**src/rtl/ps2_pkg.sv**
```systemverilog
// ============================================================================
// Module  : ps2_pkg
// Brief   : Shared receiver state encoding and PS/2 prefix byte constants.
// Revision: 1.0
// ============================================================================
`default_nettype none

package ps2_pkg;

  typedef enum logic [1:0] {
    IDLE   = 2'd0,
    DATA   = 2'd1,
    PARITY = 2'd2,
    STOP   = 2'd3
  } ps2_state_e;

  localparam logic [7:0] PS2_EXT_PREFIX   = 8'hE0;
  localparam logic [7:0] PS2_BREAK_PREFIX = 8'hF0;

endpackage

`default_nettype wire

```
**src/rtl/ps2_sync_filter.sv**
```systemverilog
// ============================================================================
// Module  : ps2_sync_filter
// Brief   : 2-flop synchronizer, optional debounce (PS2_RX_FILTER_EN) and a
//           registered falling-edge strobe for the PS/2 clock line.
// Revision: 1.0
// ============================================================================
`default_nettype none

module ps2_sync_filter #(
  parameter int FILTER_LEN = 4
) (
  input  logic clk,
  input  logic reset,
  input  logic ps2_i,
  output logic fall_o
);

  logic [1:0] sync_q;
  logic       level_w;
  logic       prev_q;
  logic       fall_q;

  // Idle-high reset values keep reset itself from looking like a falling edge.
  always_ff @(posedge clk) begin
    if (reset) begin
      sync_q <= 2'b11;
    end else begin
      sync_q <= {sync_q[0], ps2_i};
    end
  end

`ifdef PS2_RX_FILTER_EN
  localparam int FCW = (FILTER_LEN > 2) ? $clog2(FILTER_LEN) : 1;

  logic           filt_q;
  logic [FCW-1:0] fcnt_q;

  always_ff @(posedge clk) begin
    if (reset) begin
      filt_q <= 1'b1;
      fcnt_q <= '0;
    end else if (sync_q[1] == filt_q) begin
      fcnt_q <= '0;
    end else if (fcnt_q == FCW'(FILTER_LEN - 1)) begin
      filt_q <= sync_q[1];
      fcnt_q <= '0;
    end else begin
      fcnt_q <= fcnt_q + 1'b1;
    end
  end

  assign level_w = filt_q;
`else
  if (FILTER_LEN >= 0) begin : g_no_filter
    assign level_w = sync_q[1];
  end
`endif

  always_ff @(posedge clk) begin
    if (reset) begin
      prev_q <= 1'b1;
      fall_q <= 1'b0;
    end else begin
      prev_q <= level_w;
      fall_q <= prev_q & ~level_w;
    end
  end

  assign fall_o = fall_q;

endmodule

`default_nettype wire

```
**src/rtl/ps2_keyboard_rx.sv**
```systemverilog
// ============================================================================
// Module  : ps2_keyboard_rx
// Brief   : PS/2 frame receiver with E0/F0 prefix folding into key events.
//           Define PS2_RX_FILTER_EN to debounce ps2_clk before edge detection.
// Revision: 1.0
// ============================================================================
`default_nettype none

module ps2_keyboard_rx
  import ps2_pkg::*;
#(
  parameter int TIMEOUT    = 4096,
  parameter int FILTER_LEN = 4
) (
  input  logic       clk,
  input  logic       reset,
  input  logic       ps2_clk,
  input  logic       ps2_data,
  output logic [7:0] rx_data,
  output logic       rx_valid,
  output logic       rx_err,
  output logic [7:0] key_code,
  output logic       key_extended,
  output logic       key_release,
  output logic       key_valid,
  output logic       busy
);

  localparam int             TW       = $clog2(TIMEOUT);
  localparam logic [TW-1:0]  TMO_LAST = TW'(TIMEOUT - 1);

  logic          fall_w;
  logic [1:0]    dsync_q;
  logic          data_w;
  ps2_state_e    state_q;
  logic [2:0]    bit_cnt_q;
  logic [7:0]    shreg_q;
  logic          par_q;
  logic [TW-1:0] tmo_q;
  logic [TW-1:0] tmo_d;
  logic [7:0]    rx_data_q;
  logic          rx_valid_q;
  logic          rx_err_q;
  logic [7:0]    key_code_q;
  logic          key_ext_q;
  logic          key_rel_q;
  logic          key_valid_q;
  logic          ext_pend_q;
  logic          rel_pend_q;

  ps2_sync_filter #(
    .FILTER_LEN (FILTER_LEN)
  ) u_clk_sync (
    .clk    (clk),
    .reset  (reset),
    .ps2_i  (ps2_clk),
    .fall_o (fall_w)
  );

  always_ff @(posedge clk) begin
    if (reset) begin
      dsync_q <= 2'b11;
    end else begin
      dsync_q <= {dsync_q[0], ps2_data};
    end
  end

  assign data_w = dsync_q[1];
  assign tmo_d  = tmo_q + 1'b1;

  // A fall always takes priority over the timeout and restarts the counter.
  always_ff @(posedge clk) begin
    if (reset) begin
      state_q    <= IDLE;
      bit_cnt_q  <= '0;
      shreg_q    <= '0;
      par_q      <= 1'b0;
      tmo_q      <= '0;
      rx_data_q  <= '0;
      rx_valid_q <= 1'b0;
      rx_err_q   <= 1'b0;
    end else begin
      rx_valid_q <= 1'b0;
      rx_err_q   <= 1'b0;
      if (fall_w) begin
        tmo_q <= '0;
        case (state_q)
          IDLE: begin
            if (!data_w) begin
              state_q   <= DATA;
              bit_cnt_q <= '0;
            end
          end
          DATA: begin
            shreg_q   <= {data_w, shreg_q[7:1]};
            bit_cnt_q <= bit_cnt_q + 3'd1;
            if (bit_cnt_q == 3'd7) state_q <= PARITY;
          end
          PARITY: begin
            par_q   <= data_w;
            state_q <= STOP;
          end
          STOP: begin
            if (data_w && (^{shreg_q, par_q})) begin
              rx_data_q  <= shreg_q;
              rx_valid_q <= 1'b1;
            end else begin
              rx_err_q <= 1'b1;
            end
            state_q <= IDLE;
          end
          default: state_q <= IDLE;
        endcase
      end else if (state_q == IDLE) begin
        tmo_q <= '0;
      end else if (tmo_d == TMO_LAST) begin
        tmo_q    <= '0;
        state_q  <= IDLE;
        rx_err_q <= 1'b1;
      end else begin
        tmo_q <= tmo_d;
      end
    end
  end

  always_ff @(posedge clk) begin
    if (reset) begin
      key_code_q  <= '0;
      key_ext_q   <= 1'b0;
      key_rel_q   <= 1'b0;
      key_valid_q <= 1'b0;
      ext_pend_q  <= 1'b0;
      rel_pend_q  <= 1'b0;
    end else begin
      key_valid_q <= 1'b0;
      if (rx_err_q) begin
        ext_pend_q <= 1'b0;
        rel_pend_q <= 1'b0;
      end else if (rx_valid_q) begin
        if (rx_data_q == PS2_EXT_PREFIX) begin
          ext_pend_q <= 1'b1;
        end else if (rx_data_q == PS2_BREAK_PREFIX) begin
          rel_pend_q <= 1'b1;
        end else begin
          key_code_q  <= rx_data_q;
          key_ext_q   <= ext_pend_q;
          key_rel_q   <= rel_pend_q;
          key_valid_q <= 1'b1;
          ext_pend_q  <= 1'b0;
          rel_pend_q  <= 1'b0;
        end
      end
    end
  end

  assign rx_data      = rx_data_q;
  assign rx_valid     = rx_valid_q;
  assign rx_err       = rx_err_q;
  assign key_code     = key_code_q;
  assign key_extended = key_ext_q;
  assign key_release  = key_rel_q;
  assign key_valid    = key_valid_q;
  assign busy         = (state_q != IDLE);

endmodule

`default_nettype wire
```
**config.mk**
```make
export PLATFORM = sky130hd
export DESIGN_NAME = ps2_keyboard_rx
export DESIGN_NICKNAME = d
export VERILOG_FILES = /design/src/rtl/ps2_pkg.sv /design/src/rtl/ps2_sync_filter.sv /design/src/rtl/ps2_keyboard_rx.sv
export SDC_FILE = /design/constraint.sdc
export NUM_CORES = 1
export LEC_CHECK = 0
export CAP_MARGIN = 20
export CORE_MARGIN = 3
export CORE_UTILIZATION = 57
export CTS_CLUSTER_DIAMETER = 80
export DETAILED_ROUTE_END_ITERATION = 10
export DONT_BUFFER_PORTS = 1
export GPL_TIMING_DRIVEN = 0
export PLACE_DENSITY = 0.72
export SYNTH_ARGS = -nofsm -noshare
export SYNTH_HDL_FRONTEND = slang
export SYNTH_SLANG_ARGS = --single-unit
```
**constraint.sdc**
```tcl
create_clock -name clk -period 3.6 [get_ports clk]
set_input_delay 0.54 -clock clk [delete_from_list [all_inputs] [get_ports clk]]
set_output_delay 0.54 -clock clk [all_outputs]
set_load 0.03 [all_outputs]
```
==> metrics <==
clock sink count=55; most common cell after layout, fill and taps aside=dfxtp_1; initial antenna violation count=0; NumNets Final=281; ANT cells=0; Synth Area per Inst=9.37 um^2; routed len/inst=13.8 um; MaxCap Viol Count=0; top cells by area, synth=dfxtp_1 (45%), mux2i_1 (7.7%), nor2_1 (4.9%); Worst EP required=3.81 ns; GRT Total Usage=18.7%; reg2reg start=tmo_q[0]; area grow syn2layout=7.23%; # resized after CTS=0; ys async rst share=0%; Seq cells post-synth=55; Worst setup EP type=flop; CTS Root Cell=clkbuf_8; HPWL after DPL=3.18 mm; Max VDD drop=0.000310 V; Yosys cell types=49; clock latency on the worst-skew pair=0.31 ns; Max Transition Viols Final=0; hold_sp=ps2_clk; Yosys top cell area share=44.8%; total grt overflow=0; Site Rows=23; GP Congestion=0.751; Post-Syn Instances=262; # port buffers=0; largest net degree at the start of global routing=19; TritonRoute pass-1 iters=4; RSZ-0062 raised after global routing=false; final critical-path share of the clock period=58.8%; CP Class=reg2reg; Yosys top cell by area=dfxtp_1; CTS tree=done; Detail Route Antenna Nets=0; FILL cells=350; WL final=4.42 mm; chip width=71.6 um; Core Box Area=4090 um^2; Slew @ Worst Pin=0.714 ns; clk slew on worst S/H paths=0.10 ns; die area=5130 um^2; EDFF count, synth=0; Synth Net Count=274; Synthesis Warnings=0; Die H=71.6 um; Hold Fails Final Rpt=0; first-pass GRT wire length=7.63 mm; placed cell count=312; final setup skew=0.00725 ns; worst-case clock buffer depth=2; Inserted Clock Buffers=5; worst setup path startpoint=tmo_q[0]; Initial Utilization=60.1%; Leak=1.00 nW; Vias=1788; H-tree levels=2; Finished Layout Cells=320; synthesized area=2460 um^2; I/O pin count=26; Max FO, Critical Path=10; sequential element share of the synthesized area=44.8%; Power Density=468 nW/um^2; post-route minimum period=2.12 ns; outcome=finished clean; setup_tns=0 ns; vias in the first global route=1663; drt via density=5.59; DRC=0; most frequent cells in the layout=dfxtp_1 (55), nor2_1 (32), nand2_1 (21); fraction of layout cells with a size suffix above 1=13.3%; cts hold-fix bufs=0; DRT iter0 DRCs=81; relative slew slack=52.4%; startpoint types=flop; post-CTS setup repair buffer count=0; HP Class=in2reg; Synth Flop Type=dfxtp_1; Critical Path AT=2.33 ns; f_max=0.472 GHz; Setup Viol. Count Final=0
[path summary, 6_finish.rpt]
check,cells past startpoint,endpoint,slack (ns)
max reg2reg,7,tmo_q[6],1.48
min,1,u_clk_sync.sync_q[0],0.33
max,7,tmo_q[6],1.48
min reg2reg,1,dsync_q[1],0.41
[state kept, by name, summed over array words and instances (netlist names), 2 cells and up]
name               flops
state_q                2
bit_cnt_q              3
dsync_q                2
key_code               8
u_clk_sync.sync_q      2
tmo_q                 12
rx_data                8
shreg_q                8
[Yosys cell counts, types with 2 or more instances]
| cell type | count |
|---|---|
| a21oi_1 | 15 |
| a22oi_1 | 2 |
| a31o_2 | 3 |
| and2_1 | 2 |
| and3_1 | 5 |
| clkbuf_1 | 7 |
| dfxtp_1 | 55 |
| ha_1 | 8 |
| inv_1 | 8 |
| mux2i_1 | 19 |
| nand2_1 | 21 |
| nand3_1 | 16 |
| nor2_1 | 32 |
| nor2_2 | 11 |
| nor3_1 | 2 |
| o211ai_1 | 2 |
| o21ai_0 | 6 |
| or2_2 | 6 |
| xnor2_1 | 8 |
| xor2_1 | 5 |
[cell type report]
type / instances / area [um^2] / share of cell area [%]
buffer: 9 / 41.3 / 1.57
clock buffer: 5 / 68.8 / 2.61
clock inverter: 3 / 46.3 / 1.76
inverter: 8 / 30.0 / 1.14
multi-input combinational: 190 / 1280 / 48.7
sequential: 55 / 1100 / 41.8
tap: 50 / 62.6 / 2.38
[logic make-up after synthesis]
family                   count (synthesis)  share of synthesized area, %
AND/OR/NAND/NOR                        107                          21.9
flip-flops                              55                          44.8
XOR/XNOR                                15                          6.52
AO/OA/AOI/OAI                           40                          11.2
buffers and inverters                   17                          2.90
multiplexers                            20                          8.66
adder cells (fa/ha/maj)                  8                          4.08
[critical path, cell delays in order, from the launching register on]
cell and delay [ns]:
dfxtp_1 0.45, ha_1 0.29, nand2_1 0.12, or4_1 0.55, o2111a_1 0.15, a211oi_2 0.21
buf_6 0.20, nor2_2 0.05
[through the flow]
step           utilization (%)  hold slack (ns)  power (mW)  worst slack (ns)  cell area [um^2]
6_report                  64.5            0.333        1.23              1.48              2630
5_1_grt                   64.5            0.323        1.30              1.32              2630
4_1_cts                   64.5            0.320        1.25              1.48              2630
3_5_place_dp              61.6            0.392       0.837              1.50              2520
3_3_place_gp              61.6            0.391       0.835              1.52              2520
2_1_floorplan                -            0.389       0.800              1.69              2460
[power by group]
| part | switching, mW | total [mW] | internal, mW | leakage, nW |
|---|---|---|---|---|
| registers | 0.0194 | 0.643 | 0.624 | 0.444 |
| clock network | 0.201 | 0.410 | 0.210 | 0.0548 |
| logic | 0.120 | 0.179 | 0.0588 | 0.503 |
[layer usage]
metal	vias up	GRT usage (%)	wire (um)
met5	-	0	0
met3	8	5.19	209
li1	918	-	-
met2	34	29.5	2020
met4	0	7.31	78
met1	828	24.3	2120
Note: power is estimated with default switching activity, not from simulation.
